<file path="src/rtl/rr_mux2_stage.sv">
// Registered two-input round-robin arbitration stage: merges two valid/ready
// streams into one registered output stream and tags each word with its source.
module rr_mux2_stage #(
    parameter int WIDTH = 16
) (
    input  logic             clk,
    input  logic             reset_n,
    input  logic [WIDTH-1:0] in0_data,
    input  logic             in0_valid,
    output logic             in0_ready,
    input  logic [WIDTH-1:0] in1_data,
    input  logic             in1_valid,
    output logic             in1_ready,
    output logic [WIDTH-1:0] out_data,
    output logic             out_src,
    output logic             out_valid,
    input  logic             out_ready
);

    logic             can_load_s;
    logic             grant_valid_s;
    logic             grant_s;
    logic [WIDTH-1:0] grant_data_s;
    logic             last_grant_r;

    // Arbitration: lone requester wins, contention goes to the source not served last.
    always_comb begin
        can_load_s    = !out_valid || out_ready;
        grant_valid_s = 1'b0;
        grant_s       = 1'b0;
        case ({in1_valid, in0_valid})
            2'b01: begin
                grant_valid_s = 1'b1;
                grant_s       = 1'b0;
            end
            2'b10: begin
                grant_valid_s = 1'b1;
                grant_s       = 1'b1;
            end
            2'b11: begin
                grant_valid_s = 1'b1;
                grant_s       = ~last_grant_r;
            end
            default: begin
                grant_valid_s = 1'b0;
                grant_s       = 1'b0;
            end
        endcase
        grant_data_s = grant_s ? in1_data : in0_data;
    end

    // Ready generation; gated by reset_n so nothing is accepted while in reset.
    always_comb begin
        in0_ready = 1'b0;
        in1_ready = 1'b0;
        if (reset_n && can_load_s && grant_valid_s) begin
            in0_ready = ~grant_s;
            in1_ready = grant_s;
        end else begin
            in0_ready = 1'b0;
            in1_ready = 1'b0;
        end
    end

    // Output register and round-robin pointer; pointer moves only on a transfer.
    always_ff @(posedge clk or negedge reset_n) begin
        if (!reset_n) begin
            out_data     <= {WIDTH{1'b0}};
            out_src      <= 1'b0;
            out_valid    <= 1'b0;
            last_grant_r <= 1'b1;
        end else if (can_load_s && grant_valid_s) begin
            out_data     <= grant_data_s;
            out_src      <= grant_s;
            out_valid    <= 1'b1;
            last_grant_r <= grant_s;
        end else if (out_valid && out_ready) begin
            out_valid    <= 1'b0;
        end else begin
            out_valid    <= out_valid;
        end
    end

endmodule

</file>
<file path="config.mk">
export PLATFORM = sky130hd
export DESIGN_NAME = rr_mux2_stage
export DESIGN_NICKNAME = d
export VERILOG_FILES = /design/src/rtl/rr_mux2_stage.sv
export SDC_FILE = /design/constraint.sdc
export NUM_CORES = 1
export LEC_CHECK = 0
export BUFFER_PORTS_ARGS = -buffer_cell sky130_fd_sc_hd__buf_2
export CAP_MARGIN = 20
export CORE_MARGIN = 2
export CORE_UTILIZATION = 43
export DETAILED_ROUTE_END_ITERATION = 16
export GPL_TIMING_DRIVEN = 0
export PLACE_DENSITY = 0.82
export SKIP_LAST_GASP = 1
export SLEW_MARGIN = 20
export SYNTH_ARGS = -nofsm -noshare
export SYNTH_HDL_FRONTEND = slang
export SYNTH_SLANG_ARGS = --single-unit
</file>
<file path="constraint.sdc">
create_clock -name clk -period 2.1 [get_ports clk]
set_clock_uncertainty 0.2 [all_clocks]
set_input_delay 0.105 -clock clk [delete_from_list [all_inputs] [get_ports clk]]
set_output_delay 0.105 -clock clk [all_outputs]
set_load 0.05 [all_outputs]
</file>
==> run metrics, run 1 <==
status=complete, no violations; largest net degree at the start of global routing=22; Max Fclk=between 0.4 and 0.5 GHz; # fillers=approximately 140; MaxCap Viol Count=0; synth warn=0; Row Count=17; ANT cells=0; Cell Count, Final, Fillers Out=between 200 and 250; Post-Syn Area=1000 µm²; die span in y=~52 µm; clock tree buffer depth=2; Vias/cell=about 5.3; Core ar.=roughly 2200 µm²; placed insts=189; Fin. Hold Viols=0; die area=about 2700 µm²; H-tree levels=1; CTS tree=built; buffers added on ports=56; antenna-violating nets left=0; initial antenna violation count=0; global-route wire length before repair=~6000 µm; Ports=57; clock share of power=0.157; Final HPWL DP=roughly 1900 µm; Max IR drop VDD=513 µV; final worst setup slack=0.0464 ns; post-synthesis net count=roughly 140; clock sinks=19; Hold WC Path Type=in2async; GR Overflow Total=0; Routed WL=~4000 µm; Unique masters post-synth=20; First-pass DRT Iterations=4; Worst setup EP type=flip-flop; pre-CTS setup slack=around 0.16 ns; later-pin clock latency in the skew report=0.31 ns; Initial Util=0.454; RSZ-0062 raised after global routing=true; synth top area cells=dfrtp_1, nand2_1, a31oi_2; pwr dens=around 740 nW/µm²; routed length per instance=~17 µm; Slew Limit Headroom=0.707; Worst Max-Slew Pin Slew=approximately 0.44 ns; CTS Buf Count=3; P&R area growth vs syn=71.2%; DR iter-0 viols=40; type of the worst setup path=in2reg; sequential power share=0.369; Mapped Avg Cell Area=around 9.6 µm²; GPL Wtd Cong=~0.75; Die Wd=around 52 µm; minimum clock period=2.05 ns; Overall Global Routing Usage=0.307; crit path launch type=input pin; setup bufs post-CTS=0; Synth Instances=approximately 110; Final period util=0.978; Seq/Total Area, Yosys=0.475; Pins Over Slew Limit=0; synthesized flop and latch total=19; switch share=0.435; Sw Pwr=between 0.0005 and 0.0006 W; endpoints failing setup=0; Int Power=about 0.0007 W; WP data required=~2.1 ns; cell taking the most area after synthesis=dfrtp_1; DR DRC count=0; critical path arrival=around 2.1 ns; Worst-path clk slew=between 0.1 and 0.15 ns; Yosys top cell area share=0.449; CTS root buf=clkbuf_4; worst-path fanout max=10; combinational power share=0.473; fraction of layout cells with a size suffix above 1=0.395; via count=about 1,200; vias in the first global route=1,250; LEAKAGE=roughly 0.8 nW; Nets=about 240; Final Util=0.777
-- logic make-up after synthesis --
| kind of cell | after synthesis | share of synthesized area |
|---|---|---|
| compound gates | 37 | 0.288 |
| buf+inv | 10 | 0.0736 |
| flops | 19 | 0.475 |
| simple gates | 39 | 0.163 |
-- stage by stage --
stage / setup TNS (ns) / power, W / area, µm² / hold slack, ns
6_report: 0 / 0.00127 / 1720 / 0.105
5_1_grt: -0.0371 / 0.00131 / 1720 / 0.129
4_1_cts: 0 / 0.00122 / 1700 / 0.0752
3_5_place_dp: 0 / 0.000961 / 1320 / -0.132
3_3_place_gp: 0 / 0.000947 / 1320 / -0.139
2_1_floorplan: 0 / 0.000825 / 1000 / -0.391
-- cells in the mapped netlist --
cell type   n
nand2_1    33
dfrtp_1    18
a21oi_1    17
a31oi_2     9
a31oi_1     7
clkbuf_1    4
and3_1      2
buf_6       2
nand2b_1    2
a21bo_2     1
a21boi_2    1
a31oi_4     1
and2_4      1
buf_12      1
buf_2       1
buf_4       1
dfstp_2     1
inv_1       1
o21ai_0     1
or2_1       1
-- critical path, stage by stage --
cell and delay, ns:
dlygate4sd3_1 0.53, buf_2 0.12, nand2b_1 0.19, clkbuf_2 0.22
a21oi_1 0.28, a31oi_4 0.04, dlygate4sd3_1 0.57
-- worst paths after layout --
check	start	endpoint	slack, ns	depth (start not counted)
worst max-delay path	out_ready	out_data[4]$_DFFE_PN0P_	0.05	7
worst min-delay path	reset_n	out_data[8]$_DFFE_PN0P_	0.11	2
worst max register to register	last_grant_r$_DFFE_PN1P_	out_data[4]$_DFFE_PN0P_	0.09	5
worst min register to register	out_data[11]$_DFFE_PN0P_	out_data[11]$_DFFE_PN0P_	0.38	2
max in group asynchronous	reset_n	last_grant_r$_DFFE_PN1P_	1.25	2
min in group clk	in0_valid	out_data[15]$_DFFE_PN0P_	0.23	5
-- sequential cells by signal, summed over array words and instances, names as in the netlist --
signal / cells
last_grant_r: 1
out_data: 16
out_src: 1
out_valid: 1
-- layout make-up --
| type | count | area (µm²) | area share |
|---|---|---|---|
| timing repair buffer | 92 | 641 | 0.373 |
| clock buffer | 4 | 26.3 | 0.0153 |
| buffer | 8 | 75.1 | 0.0437 |
| sequential | 19 | 477 | 0.277 |
| multi-input combinational | 76 | 460 | 0.268 |
| tap | 28 | 35.0 | 0.0204 |
| inverter | 1 | 3.75 | 0.00218 |
-- per-layer routing --
metal	track usage	part of all wire
met4	0.231	0.067
met5	0	0
met3	0.0400	0.053
met1	0.335	0.37
met2	0.533	0.51
-- placed cells by master (no fill, tap or decap), types with 2 or more instances in the layout --
master         synthesis  layout
buf_2                  1      57
dlygate4sd3_1          0      36
nand2_1               33      33
dfrtp_1               18      18
a21oi_1               17      17
a31oi_2                9       9
a31oi_1                7       7
clkbuf_1               4       3
clkbuf_4               0       3
nand2b_1               2       2
and3_1                 2       2
buf_6                  2       2
-- timing repair --
action / CTS / global route
hold buffers: 36 / 0
gates resized for setup: 0 / 5
hold endpoints to repair: 37 / 0
setup endpoints to repair: 1 / 10
-- power groups by stage --
stage	Sequential [W]	Clock (W)	Combinational (W)
after detailed placement	0.000468	0	0.000493
after global routing	0.000474	0.000208	0.000629
final	0.000469	0.000200	0.000601
after CTS	0.000461	0.000187	0.000573
after floorplan	0.000665	0	0.000161
after global placement	0.000466	0	0.000481
Note: power is estimated with default switching activity, not from simulation.
==> run 2, diff against run 1 <==
BUFFER_PORTS_ARGS = not set   (was -buffer_cell sky130_fd_sc_hd__buf_2)
CORE_UTILIZATION = 60   (was 43)
DONT_BUFFER_PORTS = 1   (was not set)
HOLD_SLACK_MARGIN = 0.12   (was not set)
PLACE_DENSITY = 0.8   (was 0.82)
==> run metrics, run 2 <==
Unique masters post-synth=20 (unchanged); Simple-Gate Fraction of Synth Area=0.163 (unchanged); Final HPWL DP=1620 µm (-16%); setup bufs post-CTS=0 (unchanged); Post-Syn Area=1000 µm² (unchanged); clock tree buffer depth=2 (unchanged); First Err=[ERROR DPL-0038] Utilization greater than 100%, impossible to legalize; number of flops mapped to enable cells by yosys=0 (unchanged); XOR/XNOR Fraction of Synth Area=0 (unchanged); Die Wd=44.9 µm (-14%); Synth Flop Type=dfrtp_1; Initial Util=0.651 (+0.197); Yosys top cell area share=0.449 (unchanged); Async S/R FF share, synth=1.00 (unchanged); Adder-Cell Fraction of Synth Area=0 (unchanged); H-tree levels=1 (unchanged); synthesized flop and latch total=19 (unchanged); mux cell area share after synthesis=0 (unchanged); CTS Buf Count=3 (unchanged); cell taking the most area after synthesis=dfrtp_1; CTS Hold Bufs=50 (+39%); Fail Step=clock tree synthesis; clock sinks=19 (unchanged); Row Count=14 (-3); GPL Wtd Cong=0.708 (-5.2%); CTS root buf=clkbuf_4; Synth Area in Compound Gates=0.288 (unchanged); synth top area cells=dfrtp_1, nand2_1, a31oi_2; post-synthesis net count=142 (unchanged); die span in y=44.9 µm (-14%); main combinational cell family by area after synthesis=compound AO/OA/AOI/OAI gates; status=stopped before the end; Synth Instances=105 (unchanged); Synth top cells by count=nand2_1, dfrtp_1, a21oi_1, a31oi_2, a31oi_1; Ports=57 (unchanged); most common cell in the netlist=nand2_1; synth warn=0 (unchanged); buffers added on ports=0 (-100%); Mapped Avg Cell Area=9.56 µm² (unchanged); Seq/Total Area, Yosys=0.475 (unchanged); CTS resizes=4 (+4)
run 2: cell families after synthesis:
group / Yosys count
AO/OA/AOI/OAI: 37
buffers and inverters: 10
flip-flops: 19
AND/OR/NAND/NOR: 39
run 2: through the flow:
step	area [µm²]	hold WS [ns]	setup WS (ns)	cells
after floorplan	1000	-0.391	0.249	105
after global placement	1020	-0.390	0.106	121
after detailed placement	1020	-0.390	0.0727	121
==> run 3, diff against run 2 <==
CORE_AREA = 2 2 63 65   (was not set)
CORE_MARGIN = not set   (was 2)
CORE_UTILIZATION = not set   (was 60)
DIE_AREA = 0 0 65 67   (was not set)
HOLD_SLACK_MARGIN = not set   (was 0.12)
PLACE_DENSITY = not set   (was 0.8)
PLACE_DENSITY_LB_ADDON = 0.15   (was not set)
==> run metrics, run 3 (synthesized netlist as in run 1, its figures left out) <==
status=complete, no violations; combinational power share=0.216; # fillers=between 300 and 400; later-pin clock latency in the skew report=about 0.25 ns; Worst R2R Setup Slack=0.38 ns; Max IR drop VDD=~210 µV; worst-path fanout max=10; Reg2Reg Launch Point=out_valid$_DFFE_PN0P_; ANT cells=0; Largest register FFs=16; switch share=0.424; Worst-path clk slew=0.08 ns; clock sinks=19 (unchanged); H-tree levels=1 (unchanged); Sw Pwr=slightly above 0.0005 W; MaxCap Viol Count=0; P&R area growth vs syn=48.3%; CTS root buf=clkbuf_8; First-pass DRT Iterations=4; GR Util met3=0.0304; CTS Buf Count=3 (unchanged); Hold WC Path Type=in2reg; setup TNS=0 ns; Worst Max-Slew Pin Slew=roughly 0.9 ns; LEAKAGE=slightly below 0.6 nW; Final HPWL DP=1870 µm (+15%); type of the worst setup path=in2out; buffers added on ports=0 (unchanged); Worst setup EP type=output pin; Max Fclk=approximately 0.50 GHz; Die Wd=65 µm (+45%); Slew Limit Headroom=0.398; Final Util=0.413; Overall Global Routing Usage=0.152; commonest cells after routing, fill and taps aside=dlygate4sd3_1, nand2_1, a21oi_1, dfrtp_1, a31oi_2; antenna-violating nets left=0; clock tree buffer depth=2 (unchanged); fraction of layout cells with a size suffix above 1=0.179; GR Overflow Total=0; Vias/cell=between 4 and 5; clock share of power=0.221; GPL Wtd Cong=0.671 (-5.3%); WP data required=1.79 ns; Final period util=0.951; Ports=57 (unchanged); Worst Setup SP=in0_valid; sequential power share=0.564; via count=947; crit path launch type=input pin; die area=~4400 µm²; global-route wire length before repair=approximately 4900 µm; Setup crit end=in1_ready; DR iter-0 viols=34; Reg2Reg Depth=4; GRT busiest layer=met2; Int Power=0.000686 W; minimum clock period=between 1.5 and 2 ns; setup bufs post-CTS=0 (unchanged); Nets=between 150 and 200; vias in the first global route=just over 1,000; routed length per instance=between 15 and 20 µm; critical path arrival=between 1.5 and 2 ns; pwr dens=roughly 800 nW/µm²; DR DRC count=0; endpoints failing setup=0; met2 Use GR=0.268; most flop-heavy register=out_data; Worst R2R End=out_data[12]$_DFFE_PN0P_; commonest non-fill, non-tap cell in the layout=dlygate4sd3_1; Core ar.=3610 µm²; initial antenna violation count=0; die span in y=67 µm (+49%); Initial Util=0.278 (-0.373); register area=478 µm²; RSZ-0062 raised after global routing=false; largest net degree at the start of global routing=20; Post-DP Area=1060 µm² (+3.9%); post-route cell area=about 1500 µm²; Pins Over Slew Limit=0; Row Count=22 (+8); Routed WL=between 3000 and 4000 µm; CTS tree=built; Fin. Hold Viols=0; Multi-input gate area=approximately 460 µm²; met1 Use GR=0.174
run 3: area by class of cell:
class,instances,area share
Buffer,8,0.0454
Sequential cell,19,0.321
Clock buffer,4,0.0303
Tap cell,48,0.0404
Inverter,1,0.00252
Multi-Input combinational cell,76,0.311
Timing Repair Buffer,37,0.249
run 3: worst min path at each step:
stage | slack [ns] | from | depth (start not counted) | end
3_3_place_gp | -0.39 | reset_n | 0 | out_data[3]$_DFFE_PN0P_
4_1_cts | 0.04 | in1_valid | 3 | out_data[14]$_DFFE_PN0P_
3_5_place_dp | -0.39 | reset_n | 0 | out_data[3]$_DFFE_PN0P_
2_1_floorplan | -0.39 | reset_n | 0 | out_data[0]$_DFFE_PN0P_
6_report | 0.10 | in1_valid | 4 | out_data[3]$_DFFE_PN0P_
5_1_grt | 0.12 | in1_valid | 4 | out_data[3]$_DFFE_PN0P_
run 3: metrics by stage:
step	setup slack, ns	hold slack, ns	cells	power (W)
after global routing	0.0341	0.122	193	0.00126
after global placement	-0.00466	-0.390	153	0.000865
after detailed placement	-0.0278	-0.390	153	0.000872
final	0.103	0.105	193	0.00119
after CTS	0.00129	0.0371	192	0.00120
after floorplan	0.249	-0.391	105	0.000825
run 3: critical path, cell delays in order:
cell and delay, ns:
dlygate4sd3_1 0.59, a21boi_4 0.30, buf_2 0.30, and3_2 0.39
run 3: what timing repair did:
item                       CTS  global route
resized for setup            3             2
hold endpoints to repair    37             1
hold buffers                36             1
cloned                       0             0
setup endpoints to repair    2             2
run 3: power groups by stage:
stage	clock [W]	sequential, W	combinational (W)
final	0.000263	0.000671	0.000257
after global routing	0.000297	0.000681	0.000284
after global placement	0	0.000677	0.000188
after detailed placement	0	0.000679	0.000193
after floorplan	0	0.000665	0.000161
after CTS	0.000272	0.000671	0.000253
run 3: per-layer routing:
| metal | wire length (µm) | share of wire | up-vias |
|---|---|---|---|
| li1 | - | - | 444 |
| met1 | 1250 | 0.40 | 458 |
| met2 | 1600 | 0.52 | 37 |
| met3 | 187 | 0.060 | 8 |
| met4 | 63 | 0.020 | 0 |
| met5 | 0 | 0 | - |
==> run 4, diff against run 3 <==
PLACE_DENSITY_LB_ADDON = not set   (was 0.15)
==> run metrics, run 4 (synthesized netlist as in run 1, its figures left out) <==
sequential power share=0.571 (+0.007); Max Fclk=0.497 GHz (-0.73%); clock tree buffer depth=2 (unchanged); CP max stage delay=0.57 ns (-0.02 ns); pwr dens=799 nW/µm² (-0.23%); Final HPWL DP=1920 µm (+2.4%); largest net degree at the start of global routing=20 (unchanged); combinational power share=0.217 (about the same); setup TNS=0 ns (unchanged); MaxCap Viol Count=0 (unchanged); most flop-heavy register=out_data; Worst setup EP type=output pin; global-route wire length before repair=4640 µm (-4.4%); initial antenna violation count=0 (unchanged); Worst Setup SP=out_valid$_DFFE_PN0P_; minimum clock period=2.01 ns (+0.0147 ns); clock sinks=19 (unchanged); crit path launch type=flip-flop; commonest cells after routing, fill and taps aside=dlygate4sd3_1, nand2_1, dfrtp_1; Final Util=0.409 (-0.00312); Worst R2R End=out_data[11]$_DFFE_PN0P_; antenna-violating nets left=0 (unchanged); # fillers=370 (-1.3%); Worst R2R Setup Slack=0.35 ns (-0.03 ns); CTS Buf Count=3 (unchanged); Row Count=22 (unchanged); die area=4360 µm² (unchanged); Post-DP Area=1060 µm² (unchanged); Worst-path clk slew=0.07 ns (about the same); vias in the first global route=971 (-4.1%); via count=952 (+0.53%); endpoints failing setup=0 (unchanged); Fin. Hold Viols=0 (unchanged); switch share=0.419 (-0.00468); CTS root buf=clkbuf_8; Nets=182 (-0.55%); H-tree levels=1 (unchanged); CTS tree=built; LEAKAGE=0.590 nW (-0.62%); fraction of layout cells with a size suffix above 1=0.174 (-0.00570); setup bufs post-CTS=0 (unchanged); placed insts=153 (unchanged); Slew Limit Headroom=0.408 (+0.0101); Routed WL=3080 µm (-0.87%); worst-path fanout max=10 (unchanged); buffers added on ports=0 (unchanged); type of the worst setup path=reg2out; Largest register FFs=16 (unchanged); Hold WC Path Type=in2reg; Initial Util=0.278 (unchanged); Max IR drop VDD=298 µV (+43%); clock share of power=0.212 (-0.009); Setup crit end=in1_ready; Overall Global Routing Usage=0.144 (-0.00759); Pins Over Slew Limit=0 (unchanged); Reg2Reg Launch Point=out_valid$_DFFE_PN0P_; later-pin clock latency in the skew report=0.25 ns (about the same); ANT cells=0 (unchanged); DR DRC count=0 (unchanged); Core ar.=3610 µm² (unchanged); die span in y=67 µm (unchanged); Reg2Reg Depth=4 (unchanged); RSZ-0062 raised after global routing=false; DR iter-0 viols=21 (-38%); P&R area growth vs syn=47.1%; status=complete, no violations; Cell Count, Final, Fillers Out=192 (-0.52%); critical path arrival=1.71 ns (+0.02 ns); hold_ws=0.00376 ns (-0.101 ns); Sw Pwr=0.000494 W (-2.1%); post-route cell area=1480 µm² (-0.76%); WP depth=3 (-1); routed length per instance=16.0 µm (-0.35%); First-pass DRT Iterations=4 (unchanged); commonest non-fill, non-tap cell in the layout=dlygate4sd3_1; Int Power=0.000685 W (-0.18%); Vias/cell=4.96 (+1.1%); Final period util=0.958 (+0.00702); worst path bufs/invs=1 (-1); HP Start=in1_valid; Die Wd=65 µm (unchanged); Worst Max-Slew Pin Slew=0.885 ns (-0.0151 ns); GPL Wtd Cong=0.628 (-6.4%); slowest stage cell, crit path=dfrtp_1; Ports=57 (unchanged); family with the most delay on the worst path=simple AND/OR/NAND/NOR gates; worst path cell trace=nand2b_1 > clkbuf_2 > and3_2; WP data required=1.79 ns (about the same); GR Overflow Total=0 (unchanged)
==> run 4: power groups by stage <==
stage / Sequential (W) / Clock, W / Combinational, W
after floorplan: 0.000665 / 0 / 0.000161
after global placement: 0.000678 / 0 / 0.000184
after detailed placement: 0.000680 / 0 / 0.000192
after CTS: 0.000672 / 0.000259 / 0.000254
after global routing: 0.000679 / 0.000290 / 0.000279
final: 0.000673 / 0.000250 / 0.000256
==> run 4: routing by layer <==
metal	GRT usage	routed length (µm)
met2	0.281	1580
met3	0.0473	238
met4	0.0346	16
met1	0.148	1240
met5	0	0
==> run 4: worst min-delay path by stage <==
| stage | slack [ns] | end | cells past startpoint |
|---|---|---|---|
| 2_1_floorplan | -0.39 | out_data[0]$_DFFE_PN0P_ | 0 |
| 6_report | 0.004 | out_data[3]$_DFFE_PN0P_ | 3 |
| 5_1_grt | 0.003 | out_data[2]$_DFFE_PN0P_ | 3 |
| 3_5_place_dp | -0.39 | out_data[3]$_DFFE_PN0P_ | 0 |
| 4_1_cts | 0.05 | out_data[3]$_DFFE_PN0P_ | 3 |
| 3_3_place_gp | -0.39 | out_data[1]$_DFFE_PN0P_ | 0 |
==> run 4: layout make-up <==
cell class	instances	area, µm²	share of cell area
sequential	19	477	0.323
tap	48	60.1	0.0407
buffer	8	67.6	0.0458
multi-input combinational	76	463	0.314
inverter	1	3.75	0.00254
clock buffer	4	45.0	0.0305
timing repair buffer	36	360	0.244
==> run 4: through the flow <==
stage / total power [W] / worst slack (ns)
final: 0.00118 / 0.0880
after detailed placement: 0.000872 / 0.0220
after CTS: 0.00118 / 0.0176
after global routing: 0.00125 / 0.00316
after global placement: 0.000862 / 0.0439
after floorplan: 0.000825 / 0.249
==> run 4: worst min-delay path, cell delays in order <==
cell and delay (ns):
a21boi_4 0.16, nand2_1 0.07, a31oi_1 0.08
==> run 4: timing repair <==
item,4_1_cts,5_1_grt
setup endpoints to repair,2,1
hold buffers,36,0
pin swaps,0,0
hold endpoints to repair,37,0
gates resized for setup,3,1
